--- src/rtl/vga_timing.sv ---
// vga_timing: VGA scan counters with pixel-rate divider, registered sync/rgb output stage and frame tick
module vga_timing #(
  parameter int   H_VISIBLE = 640,
  parameter int   H_FRONT   = 16,
  parameter int   H_SYNC    = 96,
  parameter int   H_BACK    = 48,
  parameter int   V_VISIBLE = 480,
  parameter int   V_FRONT   = 10,
  parameter int   V_SYNC    = 2,
  parameter int   V_BACK    = 33,
  parameter logic SYNC_POL  = 1'b0,
  parameter int   PIX_DIV   = 2
) (
  input  logic       clock,
  input  logic       reset,
  input  logic [2:0] rgb_in,
  output logic [9:0] row,
  output logic [9:0] col,
  output logic       hsync,
  output logic       vsync,
  output logic       visible,
  output logic [2:0] rgb_out,
  output logic       frame_tick
);
  localparam int H_TOTAL = H_VISIBLE + H_FRONT + H_SYNC + H_BACK;
  localparam int V_TOTAL = V_VISIBLE + V_FRONT + V_SYNC + V_BACK;
  localparam int DW      = PIX_DIV > 1 ? $clog2(PIX_DIV) : 1;
  if (H_TOTAL > 1024 || V_TOTAL > 1024 || PIX_DIV < 1) begin : g_bad_params
    $error("vga_timing: totals must fit 10-bit counters and PIX_DIV must be >= 1");
  end
  logic [DW-1:0] div_q, div_d;
  logic [9:0]    row_q, row_d, col_q, col_d;
  logic          hsync_q, hsync_d, vsync_q, vsync_d, visible_q, visible_d, tick_q, tick_d;
  logic [2:0]    rgb_q, rgb_d;
  logic          pix_en, line_end, frame_end, in_active, in_hsync, in_vsync;
  always_comb begin
    pix_en    = div_q == DW'(PIX_DIV - 1);
    line_end  = col_q == 10'(H_TOTAL - 1);
    frame_end = line_end && row_q == 10'(V_TOTAL - 1);
    in_active = col_q < 10'(H_VISIBLE) && row_q < 10'(V_VISIBLE);
    in_hsync  = col_q >= 10'(H_VISIBLE + H_FRONT) && col_q < 10'(H_VISIBLE + H_FRONT + H_SYNC);
    in_vsync  = row_q >= 10'(V_VISIBLE + V_FRONT) && row_q < 10'(V_VISIBLE + V_FRONT + V_SYNC);
    div_d     = pix_en ? '0 : div_q + DW'(1);
    col_d     = !pix_en ? col_q : line_end ? '0 : col_q + 10'd1;
    row_d     = !(pix_en && line_end) ? row_q : frame_end ? '0 : row_q + 10'd1;
    // output stage samples the pre-increment coordinates, hence one pixel of latency
    visible_d = pix_en ? in_active : visible_q;
    rgb_d     = pix_en ? (in_active ? rgb_in : 3'b000) : rgb_q;
    hsync_d   = pix_en ? (in_hsync ? SYNC_POL : ~SYNC_POL) : hsync_q;
    vsync_d   = pix_en ? (in_vsync ? SYNC_POL : ~SYNC_POL) : vsync_q;
    tick_d    = pix_en && frame_end;
  end
  always_ff @(posedge clock or posedge reset) begin
    if (reset) begin
      div_q     <= '0;
      row_q     <= '0;
      col_q     <= '0;
      hsync_q   <= ~SYNC_POL;
      vsync_q   <= ~SYNC_POL;
      visible_q <= 1'b0;
      rgb_q     <= 3'b000;
      tick_q    <= 1'b0;
    end else begin
      div_q     <= div_d;
      row_q     <= row_d;
      col_q     <= col_d;
      hsync_q   <= hsync_d;
      vsync_q   <= vsync_d;
      visible_q <= visible_d;
      rgb_q     <= rgb_d;
      tick_q    <= tick_d;
    end
  end
  assign row        = row_q;
  assign col        = col_q;
  assign hsync      = hsync_q;
  assign vsync      = vsync_q;
  assign visible    = visible_q;
  assign rgb_out    = rgb_q;
  assign frame_tick = tick_q;
endmodule

--- config.mk ---
export PLATFORM = sky130hd
export DESIGN_NAME = vga_timing
export DESIGN_NICKNAME = d
export VERILOG_FILES = /design/src/rtl/vga_timing.sv
export SDC_FILE = /design/constraint.sdc
export NUM_CORES = 1
export LEC_CHECK = 0
export ABC_CLOCK_PERIOD_IN_PS = 1800
export CORE_MARGIN = 2
export CORE_UTILIZATION = 49
export CTS_CLUSTER_DIAMETER = 50
export DETAILED_ROUTE_END_ITERATION = 8
export GPL_ROUTABILITY_DRIVEN = 0
export PLACE_DENSITY_LB_ADDON = 0.25
export SLEW_MARGIN = 20
export SYNTH_ARGS = -nofsm -noshare
export SYNTH_HDL_FRONTEND = slang
export SYNTH_SLANG_ARGS = --single-unit
--- constraint.sdc ---
create_clock -name clock -period 1.8 [get_ports clock]
set_input_delay 0.27 -clock clock [delete_from_list [all_inputs] [get_ports clock]]
set_output_delay 0.27 -clock clock [all_outputs]
set_load 0.01 [all_outputs]
==> out/qor.csv <==
metric,value,unit
full die area,3270,um2
Final Setup Violations,0,
crit path cell chain,clkdlybuf4s50_1,
GRT Total Usage,21.0,%
H-Tree Depth,1,
"Hold Violations, Final",0,
Port Buffer Count,31,
final worst-path setup slack,0.0881,ns
gr ovfl total,0,
HPWL after detailed placement,2.39,mm
fin nets,189,
Critical path origin,col[6],
syn_nets,142,
clk buf depth,2,
Hold WC Path Type,primary input to asynchronous set/reset pin,
reg-to-reg critical path endpoint,rgb_out[2],
CP arrival,1.44,ns
Mapped Cells,133,
fin cells,210,
RR Startpoint,row[6],
P_leak,0.815,nW
Wirelength per Cell,15.5,um
CTS tree,yes,
Inst Count DP,206,
floorplan row count,19,
Yosys cell types,33,
Crit-path slowest cell,clkdlybuf4s50_1,
Main synth FF type,dfrtp_1,
antenna violations before repair,0,
cell area after synthesis,1390,um2
Max Freq,584,MHz
ys async rst share,100,%
Setup CP Type,flop to primary output,
number of synthesized flops with an enable pin,0,
sum of negative setup slack,0,ns
WP data required,1.53,ns
CP Buf/Inv Count,1,
"Clk Latency, worst-skew pair",0.34,ns
CP max stage delay,0.59,ns
RSZ-0062 raised after global routing,false,
I/O pins,32,
ANT cells,0,
R2R setup slack,0.09,ns
core area,2710,um2
Die Ht,57.2,um
Crit path max-delay family,buffers and inverters,
startpoint types,flop,
Chip Width,57.2,um
Mean Syn Cell Area,10.4,um2
outcome,"complete, no violations",
DRT Pass-1 Iters,4,
First DRT Iteration DRCs,49,
# clock sinks,28,
warning count from the yosys run,0,
vias in the first global route,1187,
minimum clock period,1.71,ns
Crit. path cell count,1,
pre-CTS setup slack,0.0910,ns
Clock transition at path regs,0.16,ns
post-DR vias/cell,5.71,
crit-path max FO,8,
Post-DRT Antenna Nets,0,
power density over the cells,523,nW/um2
Slew headroom,68.1,%
P&R area growth vs syn,35.1,%
endpoint type of the worst setup path,primary output,
Residual DRC,0,
layout cells sized above 1,17.9,%
post-detailed-routing wire length,3.26,mm
Via Count,1200,
worst vdd ir,0.444,mV
period utilisation layout,95.1,%
number of max-cap violations,0,
total power,980,uW
first-pass GRT wire length,5.32,mm
Setup Skew,0.0183,ns
CTS Root Cell,clkbuf_4,
crit path to,col[6],
Yosys reg bits,28,
Worst-Margin Slew,0.477,ns
Num CTS Buffers,3,
fin util,69.1,%
sequential share of the synthesized area,50.7,%
setup bufs post-CTS,0,
r2r worst-path depth,5,
largest net degree at the start of global routing,29,
Initial Util,51.2,%
Slew Limit Fails,0,
==> where the power goes <==
| group | total [mW] | internal, mW | switching, mW |
|---|---|---|---|
| Sequential | 0.635 | 0.633 | 0.00201 |
| Combinational | 0.0348 | 0.0171 | 0.0176 |
| Clock | 0.310 | 0.124 | 0.186 |
==> layout by cell type, fill, tap and decap left out, types with 2 or more instances in the layout <==
cell	synthesis	routed
or3_1	3	3
buf_4	0	16
ha_1	4	4
clkbuf_4	0	3
nand3_1	9	9
nand2b_1	2	2
and2_2	2	2
a41oi_1	3	3
inv_1	6	6
a21oi_1	4	4
and3_1	4	4
xnor2_1	8	8
dfrtp_1	26	25
a31oi_1	2	2
xor2_1	2	2
nand2_1	10	10
dfstp_2	2	2
o21ai_0	7	7
nor4b_1	2	2
nor3_1	4	4
nor2_1	5	5
nand4_1	7	7
a22o_1	3	3
clkdlybuf4s50_1	0	31
==> cells in the mapped netlist, types with 2 or more instances <==
master,count,share of area [%]
dfrtp_1,26,47
nand2_1,10,2.7
nand3_1,9,3.2
xnor2_1,8,5.1
nand4_1,7,3.2
o21ai_0,7,2.5
inv_1,6,1.6
buf_2,5,1.8
nor2_1,5,1.4
a21oi_1,4,1.4
and3_1,4,1.8
ha_1,4,3.6
nor3_1,4,1.4
a22o_1,3,1.9
a41oi_1,3,1.9
or3_1,3,1.4
a31oi_1,2,0.90
and2_2,2,1.1
and4_1,2,1.3
dfstp_2,2,3.8
nand2b_1,2,0.90
nor4b_1,2,1.3
or4_1,2,1.1
xor2_1,2,1.3
==> layer usage <==
metal	GRT usage (%)	vias to the layer above	share of wire [%]
met1	25.1	593	44
met3	3.63	6	3.1
met2	36.8	26	51
met4	9.63	0	1.9
met5	0	-	0
li1	-	575	-
==> area by class of cell <==
class / instances / area [um2]
Clock buffer: 4 / 36.3
Fill cell: 219 / 837
Inverter: 6 / 22.5
Multi-Input combinational cell: 94 / 641
Sequential cell: 28 / 704
Tap cell: 31 / 38.8
Timing Repair Buffer: 47 / 430
==> logic make-up after synthesis <==
| kind of cell | Yosys count | synth area share (%) |
|---|---|---|
| buf+inv | 11 | 3.43 |
| xor+xnor | 10 | 6.32 |
| compound gates | 21 | 10.4 |
| simple gates | 59 | 25.5 |
| fa+ha+maj | 4 | 3.61 |
| flops | 28 | 50.7 |
==> through the flow <==
stage,instance area [um2],hold slack [ns]
4_1_cts,1870,0.272
5_1_grt,1870,0.340
3_3_place_gp,1830,0.468
3_5_place_dp,1830,0.478
6_report,1870,0.270
2_1_floorplan,1390,0.334
==> worst min-delay path by stage <==
stage / start / endpoint / slack (ns) / depth (start not counted)
global route: reset / row[0] / 0.34 / 3
global placement: visible / visible / 0.47 / 1
CTS: reset / row[2] / 0.27 / 3
finish: reset / row[2] / 0.27 / 3
detailed placement: hsync / hsync / 0.48 / 2
floorplan: reset / col[0] / 0.33 / 1
==> registers in the layout (all words and copies together) (netlist names) <==
register and cells:
col 10, div_q 1, frame_tick 1, hsync 1, rgb_out 3, row 10
visible 1, vsync 1
==> repair_timing <==
item | 4_1_cts | 5_1_grt
endpoints found under the setup margin | 0 | 3
gates resized for setup | 0 | 3
hold buffers | 0 | 0
Note: power is estimated with default switching activity, not from simulation.
